## config.mk

```make
export PLATFORM = sky130hd
export DESIGN_NAME = ram_request_arbiter
export DESIGN_NICKNAME = d
export VERILOG_FILES = /design/src/rtl/mem_arb_pkg.sv /design/src/rtl/ram_request_arbiter_wait_timer.sv /design/src/rtl/ram_request_arbiter.sv
export SDC_FILE = /design/constraint.sdc
export NUM_CORES = 1
export LEC_CHECK = 0
export BUFFER_PORTS_ARGS = -buffer_cell sky130_fd_sc_hd__buf_4
export CAP_MARGIN = 20
export CORE_MARGIN = 1
export CORE_UTILIZATION = 40
export CTS_CLUSTER_SIZE = 20
export DETAILED_ROUTE_END_ITERATION = 7
export PLACE_DENSITY = 0.77
export REMOVE_ABC_BUFFERS = 1
export SKIP_LAST_GASP = 1
export SYNTH_ARGS = -nofsm -noshare
export SYNTH_HDL_FRONTEND = slang
export SYNTH_HIERARCHICAL = 1
export SYNTH_SLANG_ARGS = --single-unit
```

## constraint.sdc

```tcl
create_clock -name clk -period 7.7 [get_ports clk]
set_input_delay 1.54 -clock clk [delete_from_list [all_inputs] [get_ports clk]]
set_output_delay 1.54 -clock clk [all_outputs]
set_load 0.05 [all_outputs]
```

## src/rtl/mem_arb_pkg.sv

```systemverilog
// +--------------------------------------------------------------------------+
// | mem_arb_pkg                                                              |
// | Shared types and constants for the RAM request arbiter.                  |
// | Revision: 1.0                                                            |
// +--------------------------------------------------------------------------+
`default_nettype none

package mem_arb_pkg;

  typedef enum logic [1:0] {
    IDLE    = 2'd0,
    IFETCH  = 2'd1,
    DACCESS = 2'd2
  } arb_state_t;

  localparam int ADDR_W_DEF  = 32;
  localparam int DATA_W_DEF  = 32;
  localparam int TIMEOUT_DEF = 15;

  // Byte-offset bits that must be zero for a word access.
  localparam logic [1:0] ADDR_ALIGN_MASK = 2'b11;

endpackage

`default_nettype wire

```

## src/rtl/ram_request_arbiter_wait_timer.sv

```systemverilog
// +--------------------------------------------------------------------------+
// | wait_timer                                                               |
// | Counts RAM wait cycles; flags the cycle that reaches TIMEOUT.            |
// | Revision: 1.0                                                            |
// +--------------------------------------------------------------------------+
`default_nettype none

module wait_timer #(
  parameter int TIMEOUT = 15
) (
  input  logic clk,
  input  logic reset,
  input  logic clear,
  input  logic enable,
  output logic expired
);

  localparam int CW = $clog2(TIMEOUT + 1);

  logic [CW-1:0] r_count;

  // expired marks the TIMEOUT-th consecutive wait cycle, so strobes stay
  // high for exactly TIMEOUT cycles on an unanswered access.
  assign expired = enable && (r_count == CW'(TIMEOUT - 1));

  always_ff @(posedge clk or posedge reset) begin
    if (reset) begin
      r_count <= '0;
    end else if (clear) begin
      r_count <= '0;
    end else if (enable && (r_count != CW'(TIMEOUT))) begin
      r_count <= r_count + CW'(1);
    end
  end

endmodule

`default_nettype wire

```

## src/rtl/ram_request_arbiter.sv

```systemverilog
// +--------------------------------------------------------------------------+
// | ram_request_arbiter                                                      |
// | Shares one single-port RAM between instruction fetch and data access.    |
// | Revision: 1.0                                                            |
// +--------------------------------------------------------------------------+
`default_nettype none

module ram_request_arbiter
  import mem_arb_pkg::*;
#(
  parameter int ADDR_W  = ADDR_W_DEF,
  parameter int DATA_W  = DATA_W_DEF,
  parameter int TIMEOUT = TIMEOUT_DEF
) (
  input  logic              clk,
  input  logic              reset,
  input  logic              i_req,
  input  logic [ADDR_W-1:0] i_addr,
  input  logic              d_ren,
  input  logic              d_wen,
  input  logic [ADDR_W-1:0] d_addr,
  input  logic [DATA_W-1:0] d_store,
  input  logic              ram_ack,
  input  logic [DATA_W-1:0] ram_load,
  output logic [ADDR_W-1:0] ram_addr,
  output logic [DATA_W-1:0] ram_store,
  output logic              ram_ren,
  output logic              ram_wen,
  output logic [DATA_W-1:0] imemload,
  output logic [DATA_W-1:0] dmemload,
  output logic              i_ready,
  output logic              d_ready,
  output logic              err
);

  localparam logic [ADDR_W-1:0] C_ALIGN = {{(ADDR_W-2){1'b1}}, ~ADDR_ALIGN_MASK};

  arb_state_t r_state;
  arb_state_t w_state_next;
  logic       w_grant_data;
  logic       w_grant_fetch;
  logic       w_finish;
  logic       w_timeout;
  logic       w_busy;
  logic       w_expired;
  logic       r_last_data;

  assign w_busy = (r_state != IDLE);

  wait_timer #(
    .TIMEOUT (TIMEOUT)
  ) u_wait_timer (
    .clk     (clk),
    .reset   (reset),
    .clear   (w_grant_data | w_grant_fetch),
    .enable  (w_busy & ~ram_ack),
    .expired (w_expired)
  );

  always_ff @(posedge clk or posedge reset) begin
    if (reset) begin
      r_state <= IDLE;
    end else begin
      r_state <= w_state_next;
    end
  end

  // Data normally wins; a fetch still pending right after a data access goes
  // first so neither side waits more than one transaction.
  always_comb begin
    w_state_next  = r_state;
    w_grant_data  = 1'b0;
    w_grant_fetch = 1'b0;
    w_finish      = 1'b0;
    w_timeout     = 1'b0;
    case (r_state)
      IDLE: begin
        if ((d_ren | d_wen) && !(r_last_data && i_req)) begin
          w_grant_data = 1'b1;
          w_state_next = DACCESS;
        end else if (i_req) begin
          w_grant_fetch = 1'b1;
          w_state_next  = IFETCH;
        end
      end
      IFETCH, DACCESS: begin
        if (ram_ack) begin
          w_finish     = 1'b1;
          w_state_next = IDLE;
        end else if (w_expired) begin
          w_finish     = 1'b1;
          w_timeout    = 1'b1;
          w_state_next = IDLE;
        end
      end
      default: w_state_next = IDLE;
    endcase
  end

  always_ff @(posedge clk or posedge reset) begin
    if (reset) begin
      ram_addr    <= '0;
      ram_store   <= '0;
      ram_ren     <= 1'b0;
      ram_wen     <= 1'b0;
      imemload    <= '0;
      dmemload    <= '0;
      i_ready     <= 1'b0;
      d_ready     <= 1'b0;
      err         <= 1'b0;
      r_last_data <= 1'b0;
    end else begin
      i_ready <= 1'b0;
      d_ready <= 1'b0;
      if (w_grant_data) begin
        ram_addr    <= d_addr & C_ALIGN;
        ram_store   <= d_store;
        ram_wen     <= d_wen;
        ram_ren     <= d_ren & ~d_wen;
        r_last_data <= 1'b1;
        if ((d_ren & d_wen) || ((d_addr[1:0] & ADDR_ALIGN_MASK) != 2'b00)) begin
          err <= 1'b1;
        end
      end else if (w_grant_fetch) begin
        ram_addr    <= i_addr & C_ALIGN;
        ram_ren     <= 1'b1;
        ram_wen     <= 1'b0;
        r_last_data <= 1'b0;
        if ((i_addr[1:0] & ADDR_ALIGN_MASK) != 2'b00) begin
          err <= 1'b1;
        end
      end else if (w_finish) begin
        ram_ren <= 1'b0;
        ram_wen <= 1'b0;
        i_ready <= (r_state == IFETCH);
        d_ready <= (r_state == DACCESS);
        if (w_timeout) begin
          err <= 1'b1;
        end else if (r_state == IFETCH) begin
          imemload <= ram_load;
        end else if (ram_ren) begin
          dmemload <= ram_load;
        end
      end
    end
  end

endmodule

`default_nettype wire

```

==> results of run 1 <==
==> power groups by stage <==
| stage | combinational [mW] | sequential (mW) | clock [mW] |
|---|---|---|---|
| after detailed placement | 2.56 | 1.28 | 0 |
| after global routing | 2.68 | 1.31 | 0.849 |
| after floorplan | 0.595 | 2.40 | 0 |
| after CTS | 2.56 | 1.27 | 0.819 |
| after global placement | 2.51 | 1.26 | 0 |
| final | 2.55 | 1.27 | 0.802 |
==> sequential cells by signal, summed over array words and instances (netlist names) <==
name                  flops
dmemload                 32
imemload                 32
ram_store                32
ram_addr                 30
u_wait_timer/r_count      4
r_state                   2
d_ready                   1
err                       1
i_ready                   1
r_last_data               1
ram_ren                   1
ram_wen                   1
==> worst max-delay path by stage <==
stage	startpoint	to	slack, ps	cells past startpoint
after floorplan	reset	d_ready	2580	1
after detailed placement	i_req	ram_ren	3460	4
after global routing	i_req	ram_ren	3710	4
after global placement	i_req	ram_ren	3620	4
final	i_req	ram_ren	3920	4
after CTS	i_req	ram_ren	3920	4
==> metrics by stage <==
stage                     setup WS (ps)  total power [mW]  hold WS, ps
final                              3920             4.622        482.8
after global routing               3711             4.836        501.9
after floorplan                    2577             2.993        499.3
after CTS                          3916             4.650        489.1
after global placement             3618             3.767        467.9
after detailed placement           3465             3.835        476.2
==> logic make-up after synthesis <==
kind of cell | count (synthesis) | synth area share, %
AO/OA/AOI/OAI | 109 | 12.34
adder cells (fa/ha/maj) | 5 | 1.073
buffers and inverters | 45 | 3.542
flip-flops | 138 | 59.25
multiplexers | 96 | 18.55
other | 1 | 0.06434
AND/OR/NAND/NOR | 59 | 5.174
==> area by class of cell <==
class                      instances  area, um2  area share (%)
sequential                       138       3453           40.56
multi-input combinational        271       2178           25.59
timing repair buffer             268       2019           23.72
inverter                          12      50.05          0.5879
tap                              180      225.2           2.646
clock buffer                      20      466.7           5.482
clock inverter                    11      120.1           1.411
==> cell usage after synthesis, drive strengths merged <==
| cell | count |
|---|---|
| a2111o | 1 |
| a211oi | 2 |
| a21oi | 34 |
| a41oi | 29 |
| and2 | 1 |
| and3 | 2 |
| and4 | 1 |
| and4b | 1 |
| buf | 16 |
| clkbuf | 17 |
| conb | 1 |
| dfrtp | 138 |
| ha | 5 |
| inv | 12 |
| mux2 | 96 |
| nand2 | 5 |
| nand2b | 1 |
| nand3 | 6 |
| nand3b | 1 |
| nand4 | 1 |
| nand4b | 1 |
| nor2 | 34 |
| nor3 | 2 |
| nor3b | 1 |
| o211ai | 2 |
| o21a | 1 |
| o21ai | 31 |
| o21bai | 1 |
| o221a | 1 |
| o221ai | 1 |
| o22ai | 2 |
| o2bb2ai | 1 |
| o311ai | 1 |
| o31ai | 2 |
| or2 | 1 |
| or3 | 1 |
==> per-layer routing <==
layer	part of all wire (%)	wire (um)
met3	9.2	1477
met1	38	6087
met4	2.3	371
met2	51	8136
met5	0	0
==> critical path, stage by stage <==
cell and delay (ps):
buf_4 140, nand2_1 810, nand3_2 880, o311ai_0 660
==> layout by cell type, fill, tap and decap left out, types with 3 or more instances in the layout <==
cell type / count
buf_4: 267
dfrtp_1: 138
mux2_1: 60
mux2_2: 36
a21oi_1: 34
nor2_1: 32
o21ai_0: 31
a41oi_1: 29
clkbuf_16: 17
inv_1: 10
nand2_1: 5
ha_1: 5
nand3_1: 4
clkinv_2: 4
clkbuf_8: 3
clkinvlp_4: 3
==> reports/qor.yml, run 1 <==
grt_antenna_before_repair: 0
yosysWarnings: 6
routed_wl_mm: 16.07
fill_cells: 1104
grt_util_met3_pct: 6.413
grt_remaining_overflow: 0
finalWeightedCongestion: 0.7697
syn_area_um2: 5828
hp-class: "reg2reg"
busiest_layer: "met2"
use_met2_pct: 35.60
outcome: "finished, final reports clean"
io_pins: 267
p_sw_share_pct: 48.78
cts_tree: "done"
p_int_mw: 2.368
max-vdd-ir-drop_v: 0.0002935
cts_resized: 0
rsz0062_at_grt: "no"
yosys.area.top_type: "dfrtp_1"
cp.arrival_ps: 4040
ys_seq_area_share_pct: 59.25
place_inst: 868
r2r_slack_ps: 4480
die_h_um: 122.7
core_um2: 14040
start_util_pct: 41.50
grtUsageTotal_pct: 21.43
final.setup.tns_ps: 0
final_core_util_pct: 60.63
fin_crit_sh_pct: 49.09
clk_latency_ps: 410
pwr-share-clk_pct: 17.3
finalClockSkew_ps: 5.015
syn_inst: 453
die_area_um2: 15060
pwr-share-comb_pct: 55.2
die_width_um: 122.7
cts_hold_buf: 0
net-switching-power_mw: 2.255
cp.required_ps: 7960
grt_pass1_vias: 4771
drt_iter0_markers: 249
crit_type: "in2reg"
r2r_start: "r_state[0]"
firstDrtPassIters: 6
portBuffers: 264
antenna_cells: 0
ff2ff_path_depth: 8
grt_max_degree: 73
powerDensity_nw_per_um2: 542.9
antenna_left: 0
synth_cell_types: 44
yosys-top-cells-area: "dfrtp_1, mux2_1, mux2_2"
dp_hpwl_mm: 11.28
area_growth_pct: 46.07
final_hold_viol_count: 0
p_leak_nw: 4.068
grt_pass1_wl_mm: 24.45
stdcell_area_um2: 8513
seqPwrFrac_pct: 27.5
synth_top_cell_area_share_pct: 59.25
setup_viol: 0
cts_buffer_depth: 2
holdPathEnd: "imemload[5]"
post_synth.cell_area_avg_um2: 12.87
vias_per_cell: 5.312
cts.reportedPaths.clkPinSlew_ps: 60
dpl-instance-area_um2: 7911
htreeDepth: 4
ys_ff_latch: 138
num_vias: 4781
max_clock_freq_mhz: 264.5
slew_violations: 0
end_kind: "flip-flop"
drive_above_1_share_pct: 48.33
drt-wirelength-per-cell_um: 17.86
gr-usage-met1_pct: 25.62
finalCriticalPeriod_ps: 3780
drcViolationCount: 0
postCtsSetupRepairBufs: 0
start_kind: "input pin"
cts_buffers: 17
min_path_cells: 1
instances_no_fill: 900
max-cap-violations: 0
clockRootBuffer: "clkbuf_16"
rows: 43
path_max_fanout: 36
worst_pin_slew_ps: 1115
slew_headroom_pct: 25.49
rr_endpoint: "dmemload[31]"
cts_sinks: 138
min-delay-start: "imemload[5]"
nets: 847
No activity file was read; power rests on OpenSTA's default activity.
==> run 2: changes to the inputs <==
- clock period: 7.7 -> 3.84 ns (I/O delays scaled with it)
==> run 2 against run 1 <==
Effect of this change:
- routed wire length is 2.6% lower
- worst hold slack got worse by 200 ps
- critical endpoint unchanged
- die area did not move
- power rose by 98%
- non-clock buffer count is 5 higher
- sequential power up 99%
- combinational power is 100% higher
- first-iteration DRC count is 7.2% higher
- register-to-register slack lost 3100 ps
==> reports/qor.yml, run 2 (synthesis results as in run 1) <==
outcome: "finished, final reports clean"
start_kind: "input pin"
drt-wirelength-per-cell_um: 17.32  # -3.0%
grtUsageTotal_pct: 21.17  # -0.27 points
htreeDepth: 4  # unchanged
cts.reportedPaths.clkPinSlew_ps: 60  # about the same
num_vias: 4733  # -1.0%
finalWeightedCongestion: 0.7671  # -0.34%
final.setup.tns_ps: 0  # unchanged
max-vdd-ir-drop_v: 0.0005431  # +85%
cp.required_ps: 4110  # -3850 ps
drcViolationCount: 0  # unchanged
postCtsSetupRepairBufs: 0  # unchanged
reg.largest.list: "dmemload (32), imemload (32), ram_store (32)"
setup_viol: 0  # unchanged
hp-class: "in2async"
die_width_um: 122.7  # unchanged
die_h_um: 122.7  # unchanged
finalClockSkew_ps: 8.338  # +3.323 ps
cp.arrival_ps: 2790  # -1250 ps
p_int_mw: 4.676  # +97%
r2r_slack_ps: 1370  # -3110 ps
p_leak_nw: 4.072  # about the same
cts_sinks: 138  # unchanged
vias_per_cell: 5.236  # -1.4%
worstPathCellList: "buf_4 -> or2_2 -> nand3_2 -> o311ai_0"
cts_tree: "done"
cts_buffer_depth: 2  # unchanged
pwr-share-comb_pct: 56.1  # +0.9 points
stdcell_area_um2: 8517  # about the same
core_um2: 14040  # unchanged
ff2ff_path_depth: 7  # -1
rsz0062_at_grt: "no"
path_max_fanout: 35  # -2.8%
portBuffers: 264  # unchanged
io_pins: 267  # unchanged
crit_family: "simple AND/OR/NAND/NOR gates"
max_stage_delay_ps: 800  # -80 ps
crit_path_top_delay_cell: "nand3_2"
drive_above_1_share_pct: 48.20  # -0.13 points
dpl-instance-area_um2: 7941  # +0.38%
area_growth_pct: 46.14  # about the same
antenna_left: 0  # unchanged
start_util_pct: 41.50  # unchanged
p_sw_share_pct: 48.83  # +0.050 points
critPathBufInv: 1  # unchanged
rows: 43  # unchanged
cts_buffers: 17  # unchanged
fin_crit_sh_pct: 65.63
clockRootBuffer: "clkbuf_16"
dp_hpwl_mm: 10.97  # -2.8%
crit_type: "in2reg"
pwr-share-clk_pct: 16.2  # -1.1 points
die_area_um2: 15060  # unchanged
cts_resized: 0  # unchanged
final_core_util_pct: 60.65  # about the same
grt_pass1_wl_mm: 24.38  # -0.28%
net-switching-power_mw: 4.462  # +98%
end_kind: "flip-flop"
grt_max_degree: 112  # +53%
cts_hold_buf: 0  # unchanged
finalCriticalPeriod_ps: 2520
grt_pass1_vias: 4806  # +0.73%
antenna_cells: 0  # unchanged
rr_endpoint: "imemload[31]"
max-cap-violations: 0  # unchanged
final_common_cell: "buf_4"
place_inst: 872  # +0.46%
powerDensity_nw_per_um2: 1073  # +98%
routed_wl_mm: 15.65  # -2.6%
r2r_start: "r_state[0]"
clk_latency_ps: 410  # about the same
grt_remaining_overflow: 0  # unchanged
drt_iter0_markers: 267  # +7.2%
nets: 852  # +0.59%
whs_ps: 286.5  # -196.3 ps
worst_pin_slew_ps: 991.0  # -124.0 ps
seqPwrFrac_pct: 27.7  # +0.2 points
grt_antenna_before_repair: 0  # unchanged
final_hold_viol_count: 0  # unchanged
max_clock_freq_mhz: 396.8
firstDrtPassIters: 4  # -2
instances_no_fill: 904  # +0.44%
layout_common_cells: "buf_4, dfrtp_1, mux2_1, mux2_2, a21oi_1"
slew_violations: 0  # unchanged
slew_headroom_pct: 33.78  # +8.3 points
==> run 2: cell count changes in the layout (fill, tap and decap cells not counted) <==
cell | previous run | this run
buf_16 | 0 | 1
buf_4 | 267 | 271
buf_6 | 0 | 1
buf_8 | 1 | 0
bufinv_16 | 2 | 1
clkbuf_1 | 0 | 3
clkbuf_8 | 3 | 2
clkinv_4 | 1 | 0
inv_6 | 2 | 1
==> run 2: power by group through the flow <==
stage | logic [mW] | clock network (mW) | registers [mW]
after floorplan | 1.19 | 0 | 4.81
after global placement | 5.06 | 0 | 2.51
after detailed placement | 5.15 | 0 | 2.54
after CTS | 5.16 | 1.52 | 2.53
after global routing | 5.39 | 1.58 | 2.62
final | 5.13 | 1.48 | 2.53
==> run 2: worst max path at each step <==
stage,slack (ps),depth (start not counted),startpoint,end
after floorplan,-510,1,reset,d_ready
after global placement,940,4,d_wen,ram_ren
after detailed placement,860,4,d_wen,ram_ren
after CTS,1290,7,r_state[0],imemload[31]
after global routing,1150,4,d_ren,ram_ren
final,1320,4,d_wen,ram_ren
==> run 2: layer usage <==
layer,wire [um],vias to the layer above,GRT usage [%]
met5,0,-,0
met4,320,0,8.613
met3,1298,22,6.691
met2,8038,219,35.36
met1,5995,2320,25.17
li1,-,2172,-
==> run 2: worst register-to-register path, stage by stage (launching register included) <==
cell and delay, ps:
dfrtp_1 340, inv_1 80, ha_1 230, buf_4 270
o31ai_4 120, inv_2 110, nor2_4 780, mux2_2 430
==> run 2: final cells by class <==
type                       instances  area, um2
tap                              180      225.2
multi-input combinational        271       2178
timing repair buffer             273       2073
clock inverter                     8      72.57
clock buffer                      22      464.2
inverter                          12      50.05
sequential                       138       3453
fill                            1136       5525
==> run 2: per-stage QoR <==
stage / setup WS (ps) / total power, mW
6_report: 1320 / 9.137
5_1_grt: 1152 / 9.592
4_1_cts: 1295 / 9.210
3_5_place_dp: 859.7 / 7.690
3_3_place_gp: 937.3 / 7.566
2_1_floorplan: -510.8 / 6.001
